**src/rtl/keypad_digit_input.sv**
```systemverilog
// 4x4 matrix keypad scanner with 2-flop row synchroniser, sweep-level debounce and digit decode.
// Optional idle auto-blank of digitEn is enabled by defining KEYPAD_TIMEOUT_EN.
module keypad_digit_input #(
    parameter logic [15:0] SCAN_DIV       = 16'd50000,
    parameter logic [3:0]  DEBOUNCE_SCANS = 4'd4,
    parameter logic [15:0] TIMEOUT_SWEEPS = 16'd3000
) (
    input  logic       clk,
    input  logic       reset,
    input  logic [3:0] rows,
    output logic [3:0] cols,
    output logic [3:0] digit,
    output logic       digitEn,
    output logic       keyPulse
);
    localparam logic [1:0] ST_IDLE     = 2'd0;
    localparam logic [1:0] ST_DEBOUNCE = 2'd1;
    localparam logic [1:0] ST_HELD     = 2'd2;

    logic [3:0]  rowsMeta_q, rowsSync_q;
    logic [15:0] divCnt_q, divCnt_d;
    logic [1:0]  colIdx_q, colIdx_d;
    logic [15:0] snap_q, snapNow;
    logic [1:0]  state_q, state_d;
    logic [3:0]  cand_q, cand_d;
    logic [3:0]  cnt_q, cnt_d, cntInc;
    logic [3:0]  digit_q, digit_d;
    logic        digitEn_q, digitEn_d;
    logic        keyPulse_q, keyPulse_d;
    logic        tick, sweepDone, accept;
    logic [4:0]  ones;
    logic [3:0]  keyIdx;
    logic        isNone, isSingle;
    logic [5:0]  keyInfo;

    // Returns {isDigit, isStar, value} for key index {row, col}.
    function automatic logic [5:0] decode_key(input logic [3:0] k);
        case (k)
            4'd0:    decode_key = {2'b10, 4'd1};
            4'd1:    decode_key = {2'b10, 4'd2};
            4'd2:    decode_key = {2'b10, 4'd3};
            4'd4:    decode_key = {2'b10, 4'd4};
            4'd5:    decode_key = {2'b10, 4'd5};
            4'd6:    decode_key = {2'b10, 4'd6};
            4'd8:    decode_key = {2'b10, 4'd7};
            4'd9:    decode_key = {2'b10, 4'd8};
            4'd10:   decode_key = {2'b10, 4'd9};
            4'd12:   decode_key = {2'b01, 4'd0};
            4'd13:   decode_key = {2'b10, 4'd0};
            default: decode_key = {2'b00, 4'd0};
        endcase
    endfunction

    function automatic logic [3:0] sat_inc4(input logic [3:0] v);
        sat_inc4 = (v == 4'hF) ? v : v + 4'd1;
    endfunction

    assign tick      = (divCnt_q == SCAN_DIV - 16'd1);
    assign sweepDone = tick && (colIdx_q == 2'd3);
    assign cols      = ~(4'b0001 << colIdx_q);

    always_comb begin
        divCnt_d = tick ? 16'd0 : divCnt_q + 16'd1;
        colIdx_d = tick ? colIdx_q + 2'd1 : colIdx_q;
    end

    // Current column's sample merged in so a sweep is judged in the cycle it completes.
    always_comb begin
        snapNow = snap_q;
        snapNow[{2'd0, colIdx_q}] = ~rowsSync_q[0];
        snapNow[{2'd1, colIdx_q}] = ~rowsSync_q[1];
        snapNow[{2'd2, colIdx_q}] = ~rowsSync_q[2];
        snapNow[{2'd3, colIdx_q}] = ~rowsSync_q[3];
    end

    always_comb begin
        ones   = 5'd0;
        keyIdx = 4'd0;
        for (int i = 0; i < 16; i++) begin
            if (snapNow[i]) begin
                ones   = ones + 5'd1;
                keyIdx = 4'(i);
            end
        end
    end

    assign isNone   = (ones == 5'd0);
    assign isSingle = (ones == 5'd1);
    assign keyInfo  = decode_key(keyIdx);
    assign cntInc   = sat_inc4(cnt_q);

    always_comb begin
        state_d = state_q;
        cand_d  = cand_q;
        cnt_d   = cnt_q;
        accept  = 1'b0;
        if (sweepDone) begin
            case (state_q)
                ST_IDLE: begin
                    if (isSingle) begin
                        cand_d = keyIdx;
                        if (DEBOUNCE_SCANS <= 4'd1) begin
                            accept  = 1'b1;
                            state_d = ST_HELD;
                            cnt_d   = 4'd0;
                        end else begin
                            state_d = ST_DEBOUNCE;
                            cnt_d   = 4'd1;
                        end
                    end
                end
                ST_DEBOUNCE: begin
                    if (isSingle && keyIdx == cand_q) begin
                        if (cntInc >= DEBOUNCE_SCANS) begin
                            accept  = 1'b1;
                            state_d = ST_HELD;
                            cnt_d   = 4'd0;
                        end else begin
                            cnt_d = cntInc;
                        end
                    end else begin
                        state_d = ST_IDLE;
                        cnt_d   = 4'd0;
                    end
                end
                ST_HELD: begin
                    // Any activity re-arms the release count; only a clean run of empty sweeps releases.
                    if (isNone) begin
                        if (cntInc >= DEBOUNCE_SCANS) begin
                            state_d = ST_IDLE;
                            cnt_d   = 4'd0;
                        end else begin
                            cnt_d = cntInc;
                        end
                    end else begin
                        cnt_d = 4'd0;
                    end
                end
                default: begin
                    state_d = ST_IDLE;
                    cnt_d   = 4'd0;
                end
            endcase
        end
    end

`ifdef KEYPAD_TIMEOUT_EN
    logic [15:0] idleCnt_q, idleCnt_d;
`else
    logic unused_timeout;
    assign unused_timeout = ^TIMEOUT_SWEEPS;
`endif

    always_comb begin
        digit_d    = digit_q;
        digitEn_d  = digitEn_q;
        keyPulse_d = 1'b0;
`ifdef KEYPAD_TIMEOUT_EN
        idleCnt_d  = idleCnt_q;
`endif
        if (accept) begin
            if (keyInfo[5]) begin
                digit_d    = keyInfo[3:0];
                digitEn_d  = 1'b1;
                keyPulse_d = 1'b1;
            end else if (keyInfo[4]) begin
                digit_d    = 4'd0;
                digitEn_d  = 1'b0;
                keyPulse_d = 1'b1;
            end
`ifdef KEYPAD_TIMEOUT_EN
            idleCnt_d = 16'd0;
        end else if (sweepDone) begin
            idleCnt_d = (idleCnt_q == 16'hFFFF) ? idleCnt_q : idleCnt_q + 16'd1;
            if (idleCnt_d >= TIMEOUT_SWEEPS && digitEn_q) begin
                digitEn_d = 1'b0;
            end
`endif
        end
    end

    always_ff @(posedge clk) begin
        if (reset) begin
            rowsMeta_q <= 4'hF;
            rowsSync_q <= 4'hF;
            divCnt_q   <= 16'd0;
            colIdx_q   <= 2'd0;
            snap_q     <= 16'd0;
            state_q    <= ST_IDLE;
            cand_q     <= 4'd0;
            cnt_q      <= 4'd0;
            digit_q    <= 4'd0;
            digitEn_q  <= 1'b0;
            keyPulse_q <= 1'b0;
`ifdef KEYPAD_TIMEOUT_EN
            idleCnt_q  <= 16'd0;
`endif
        end else begin
            rowsMeta_q <= rows;
            rowsSync_q <= rowsMeta_q;
            divCnt_q   <= divCnt_d;
            colIdx_q   <= colIdx_d;
            if (tick) begin
                snap_q <= snapNow;
            end
            state_q    <= state_d;
            cand_q     <= cand_d;
            cnt_q      <= cnt_d;
            digit_q    <= digit_d;
            digitEn_q  <= digitEn_d;
            keyPulse_q <= keyPulse_d;
`ifdef KEYPAD_TIMEOUT_EN
            idleCnt_q  <= idleCnt_d;
`endif
        end
    end

    assign digit    = digit_q;
    assign digitEn  = digitEn_q;
    assign keyPulse = keyPulse_q;
endmodule

```
**config.mk**
```make
export PLATFORM = sky130hd
export DESIGN_NAME = keypad_digit_input
export DESIGN_NICKNAME = d
export VERILOG_FILES = /design/src/rtl/keypad_digit_input.sv
export SDC_FILE = /design/constraint.sdc
export NUM_CORES = 1
export LEC_CHECK = 0
export BUFFER_PORTS_ARGS = -buffer_cell sky130_fd_sc_hd__buf_2
export CAP_MARGIN = 20
export CORE_UTILIZATION = 39
export CTS_BUF_LIST = sky130_fd_sc_hd__clkbuf_4
export CTS_CLUSTER_SIZE = 28
export DETAILED_ROUTE_END_ITERATION = 8
export SLEW_MARGIN = 20
export SYNTH_ARGS = -nofsm -noshare
export SYNTH_HDL_FRONTEND = slang
export SYNTH_SLANG_ARGS = --single-unit
```
**constraint.sdc**
```tcl
create_clock -name clk -period 12.39 [get_ports clk]
set_input_delay 1.239 -clock clk [delete_from_list [all_inputs] [get_ports clk]]
set_output_delay 1.239 -clock clk [all_outputs]
set_load 0.01 [all_outputs]
```
## Yosys cells after proc, flatten, opt, wreduce, memory -nomap -nowiden

Memories as Yosys holds them, arrays and structs flattened.
Index checks and enable logic that the tools add are counted.

- Div/mod/pow operators: 0
- Bitwise operators: 6
- Multiplexer cells: 65
- $lt $le $gt $ge: 9
- Shifts and indexed selects: 1
- Equal/unequal tests: 11
- Multiply operators: 0
- Add/subtract/negate cells: 18
- Reduce and logical (&&, ||, !) cells: 15

Operator list:

| operator | number |
|---|---|
| 4-bit two-way mux | 21 |
| 5-bit by 1-bit adder with 5-bit output, second input constant | 15 |
| 5-bit two-way mux | 15 |
| 16-bit bitwise mux | 4 |
| 16-bit by 1-bit adder with 16-bit output, second input constant | 1 |
| 16-bit equality test, second input constant | 1 |
| 1-bit two-way mux | 14 |
| 4-bit one-hot mux with 3 select lines | 1 |
| 4-bit by 5-bit < comparator with 1-bit output, second input constant | 2 |
| 2-bit two-way mux | 5 |
| 1-bit demux with 2-bit select | 4 |
| 4-bit by 1-bit greater-or-equal comparator with 1-bit output, second input constant | 2 |
| 1-bit logical AND | 6 |
| 2-bit inequality test, second input constant | 3 |
| 2-bit one-hot mux with 3 select lines | 1 |
| 5-bit by 1-bit equality test with 1-bit output, second input constant | 1 |
| 5-bit zero test | 1 |
| 2-bit by 5-bit < comparator with 1-bit output, second input constant | 1 |
| 3-bit by 5-bit < comparator with 1-bit output, second input constant | 1 |
| 1-bit NOT | 5 |
| 5-bit AND reduction | 1 |
| 4-bit by 1-bit adder with 4-bit output, second input constant | 1 |
| 2-bit equality test, second input constant | 2 |
| 4-bit equality test | 1 |
| other kinds (14) | 16 |

- Word-level logic and storage cells: 137
- Memories kept: 1
- ROM bits: 96
- Latch bits: 0
- Register bits: 58
- Bits of input ports: 6
- Output and inout bits: 10
- Memory bits (writable): 0

Memories:

| memory | words | bits a word | rd ports | clocked after Yosys merged registers in | write ports | RTL line | text |
|---|---|---|---|---|---|---|---|
| (name not given) | 16 | 6 | 1 | 0 | 0 | 38 | `case (k)` |

## Longest topological paths before layout

- Word-level depth: 46
- Mapped depth: 57
- Depth with buffers taken out: 56

## Worst setup path before layout

No wires, ideal clock.

- Path kind: reg-to-reg
- Start: register colIdx_q[1]
- End: register cand_q[3]
- Arrival: 10.830 ns
- Data required time: 12.320 ns
- Setup slack: 1.490 ns
- Buffers on the path: 1
- Cell stages (with the launch flop): 57
- Clock period less this slack: 10.900 ns
- Library setup time: 0.070 ns
- Cell sequence: dfxtp_1 -> inv_1 -> ha_1 -> clkbuf_1 -> o21ai_0 -> ha_1 -> or3_4 -> nand2_1 -> ha_1 -> a21oi_1 -> a41oi_2 -> ha_1 -> a21boi_0 -> a21o_1 -> ha_1 -> mux2_2 -> a21oi_1 -> inv_1 -> [... 21 more ...] -> ha_1 -> nor2_1 -> a31o_2 -> a21oi_1 -> ha_1 -> nand2_1 -> nand2_1 -> ha_1 -> mux2_2 -> ha_1 -> xnor3_1 -> o32ai_1 -> nand2b_1 -> or2_2 -> a221oi_4 -> o21ai_2 -> or3_1 -> a21oi_1

- Longest elaborated chain between the ends: 41
- Elaborated cells between the ends (all ways): 72
- Classes of those cells: 15 x add/sub; 8 x order compare; 2 x eq/ne; 41 x mux; 6 x reduce/logical

RTL lines:

| element | RTL line | text |
|---|---|---|
| from (decl) | 22 | `logic [1:0] colIdx_q, colIdx_d;` |
| from (signal assigned) | 202 | `colIdx_q <= colIdx_d;` |
| 2-bit by 5-bit < comparator with 1-bit output (implied by the code) / 2-bit by 1-bit greater-or-equal comparator with 1-bit output (equally long branches) | 70 | `snapNow[{2'd0, colIdx_q}] = ~rowsSync_q[0];` |
| 1-bit logical AND (implied by the code) | 70 |  |
| 1-bit two-way mux (implied by the code) | 70 |  |
| 1-bit demux with 2-bit select | 70 |  |
| 16-bit bitwise mux | 70 |  |
| 16-bit bitwise mux | 71 | `snapNow[{2'd1, colIdx_q}] = ~rowsSync_q[1];` |
| 16-bit bitwise mux | 72 | `snapNow[{2'd2, colIdx_q}] = ~rowsSync_q[2];` |
| 16-bit bitwise mux | 73 | `snapNow[{2'd3, colIdx_q}] = ~rowsSync_q[3];` |
| [... 25 more ...] | - |  |
| 5-bit by 1-bit adder with 5-bit output | 81 | `ones = ones + 5'd1;` |
| 5-bit two-way mux | 80 | `if (snapNow[i]) begin` |
| 5-bit by 1-bit adder with 5-bit output | 81 |  |
| 5-bit two-way mux | 80 |  |
| 5-bit by 1-bit adder with 5-bit output | 81 |  |
| 5-bit two-way mux | 80 |  |
| 5-bit by 1-bit equality test with 1-bit output | 88 | `assign isSingle = (ones == 5'd1);` |
| 3-bit AND reduction (no source line) | - |  |
| to (signal assigned) | 207 | `cand_q <= cand_d;` |
| to (decl) | 25 | `logic [3:0] cand_q, cand_d;` |

Parallel ways exist; a longest one is shown, timed or not.
A chain may end at the register's enable or synchronous reset.

## Final worst setup path

- Start: register colIdx_q[0]
- End: register cand_q[3]

The elaborated chain is that of the path after synthesis.

==> out/metrics.cfg <==
[synthesis]
netlist_area_um2=4982
synthTopCellsByArea=dfxtp_1 (23%), nor2_1 (6.7%), xnor2_1 (6.3%)
ys_warn_count=0
synth_top_area_share_pct=23.30
syn_avg_cell_area_um2=7.946
synth.net_count=657
yosysTopAreaCell=dfxtp_1
synth_edf_count=0
synth-seq-area-share_pct=23.30
synth_flop_cell=dfxtp_1
synth-seq-cells=58
synth-async-reset-ratio_pct=0
ys_types=86
synth_cells=627

[clock_tree]
tritoncts=built
clk_pin_slew_ns=0.14
cts_sinks=58
h-tree-depth=3
cts_buffer_depth=2
cts_buffers=9
root_buffer=clkbuf_4
clock_latency_ns=0.40

[place]
dp_hpwl_mm=8.758
globalplace.congestion=0.8798
dp_cells=790
placed_area_um2=5186
io_buffers=15

[cells_and_area]
final_cells=808
antenna_cells=0
nets=665
multi_input_area_um2=3695
drive_gt1_share_pct=13.59
fin_area_um2=5416
final-seq-area_um2=1161
fillers=1257
syn_to_final_growth_pct=8.714

[timing]
worst_slew_pin_slew_ns=0.9097
setup-tns-final_ns=0
finalCriticalPeriod_ns=11.75
setup_viol=0
slew_headroom_pct=39.15
fmax_mhz=85.14
final_max_slew_viol_count=0
hold_viol_final=0
timing.hold.ws_ns=0.4174
post-route-period-util_pct=94.80
skew_ns=0.03469

[global_routing]
grt_pass1_wl_mm=20.01
grt_pass1_vias=4266
grt_antenna_before_repair=0
overflow=0
grtUsageTotal_pct=18.57
grt_max_degree=48

[worst_setup_path]
startpoint_type=flip-flop
cp_slowest_cell=ha_2
crit_end=cand_q[3]
critPathRequiredTime_ns=12.72
cpMostUsedCell=ha_1
reg2reg_from=colIdx_q[0]
crit_fanout=18
reg2reg_to=cand_q[3]
critPathMaxStageDelay_ns=0.47
crit_type=flip-flop to flip-flop
startpoint=colIdx_q[0]
crit_arrival_ns=12.08
rrSetupSlack_ns=0.64
endpoint_kind=flip-flop
rr_worst_depth=54

[power]
power_density_nw_per_um2=72.62
seqPwrFrac_pct=48.4
power.switching_uw=105.3
p_int_uw=288.0
p_leak_nw=2.161
ir_worst_vdd_uv=48.86
swShare_pct=26.78
p_clk_share_pct=41.5
p_comb_share_pct=10.1

[floorplan]
core_area_um2=12210
ios=16
initial_core_util_pct=40.80
die_width_um=115.0
die-area_um2=13230
die_h_um=115.0
rows=40

[routing]
vias_per_cell=5.589
wl_mm=11.73
drtAntennaViolNets=0
via_count=4516
remaining_drc_errors=0
firstDrtPassIters=5
wl_per_cell_um=14.52
first_iter_violations=243

[run]
maxCapViolCount=0

[hold_path]
hp-class=flip-flop to flip-flop

[outcome]
outcome=completed

worst min path at each step:
| stage | start | end | depth (start not counted) | slack (ns) |
|---|---|---|---|---|
| after floorplan | rowsMeta_q[0] | rowsSync_q[0] | 1 | 0.39 |
| after global placement | rowsMeta_q[0] | rowsSync_q[0] | 1 | 0.39 |
| after detailed placement | rowsMeta_q[0] | rowsSync_q[0] | 1 | 0.39 |
| after CTS | rowsMeta_q[0] | rowsSync_q[0] | 1 | 0.42 |
| after global routing | rowsMeta_q[0] | rowsSync_q[0] | 1 | 0.43 |
| final | rowsMeta_q[0] | rowsSync_q[0] | 1 | 0.42 |
final cells by class:
type	instances	area share [%]
clock buffer	9	1.247
clock inverter	7	1.894
inverter	20	1.386
multi-input combinational	527	68.21
sequential	58	21.44
tap	168	3.881
timing repair buffer	19	1.940
synth_stat cells, types with 10 or more instances:
master,count
nor4_1,11
or2_2,14
nor2_1,89
nand3_1,20
a21oi_1,42
inv_1,19
dfxtp_1,58
o21ai_0,30
clkbuf_1,16
nand3b_1,10
nand2_1,48
nor3_1,10
ha_1,24
xor2_1,16
mux2i_1,13
xnor2_1,36
nand2b_1,13
layout by cell type, fill, tap and decap left out, types with 4 or more instances in the layout:
master	count
nor2b_1	7
buf_2	15
nor4_1	11
nand4_1	8
xnor2_1	36
ha_1	21
dfxtp_1	58
or3_1	8
o21ai_0	29
xnor3_1	6
a211oi_1	6
a31oi_1	7
a21oi_1	41
nand2_1	48
nand2b_1	13
xor2_1	16
nor3_1	10
inv_1	19
buf_4	4
and2_1	8
o211a_1	4
nand3_1	20
nand3b_1	10
clkbuf_4	9
a21o_1	5
mux2i_1	13
and3_1	5
or2_2	14
nor2_1	89
o21a_1	5
sequential cells by signal (all words and copies together), names as in the netlist:
register	flops
snap_q	16
divCnt_q	16
digitEn	1
state_q	2
rowsSync_q	4
cand_q	4
cnt_q	4
rowsMeta_q	4
keyPulse	1
colIdx_q	2
digit	4
worst max-delay path, delay by kind of cell, from the launching register on:
family	cells	cell delay (ns)
AOI/OAI and AO/OA	19	3.37
xor gates and xnor gates	1	0.35
adders and majority gates	14	4.13
buffers and inverters	2	0.27
DFF	1	0.37
muxes	2	0.59
and+or+nand+nor	16	2.59
metal layers:
metal / up-vias / GRT usage [%] / routed length, µm
li1: 2268 / - / -
met2: 96 / 31.53 / 5501
met3: 13 / 2.794 / 466
met1: 2139 / 24.59 / 5635
met4: 0 / 4.762 / 127
met5: - / 0 / 0
power groups by stage:
stage	registers, mW	logic (mW)	clock network, mW
floorplan	0.194	0.0323	0
global placement	0.194	0.0380	0
detailed placement	0.195	0.0391	0
CTS	0.190	0.0395	0.168
global route	0.191	0.0449	0.178
finish	0.190	0.0398	0.163
through the flow:
| step | setup slack [ns] | power, mW | util (%) |
|---|---|---|---|
| finish | 0.6441 | 0.3933 | 44.35 |
| global route | -0.09370 | 0.4134 | 44.35 |
| CTS | 0.2621 | 0.3980 | 43.86 |
| detailed placement | 0.3601 | 0.2337 | 42.47 |
| global placement | 0.8861 | 0.2325 | 42.47 |
| floorplan | 1.490 | 0.2259 | - |
logic make-up (layout without fill, tap and decap cells):
family          after synthesis  in the layout  synth area share [%]
xor+xnor                     66             66                 15.37
simple gates                272            272                 27.83
flops                        58             58                 23.30
fa+ha+maj                    24             24                 6.027
compound gates              150            150                 20.97
buf+inv                      42             55                 3.441
mux                          15             15                 3.064
timing repair:
item | in CTS | in global routing
endpoints found under the setup margin | 0 | 16
hold endpoints to repair | 0 | 0
gates resized for setup | 0 | 9
setup buffers | 0 | 2
hold buffers | 0 | 0
(Power assumes the default switching activity.)
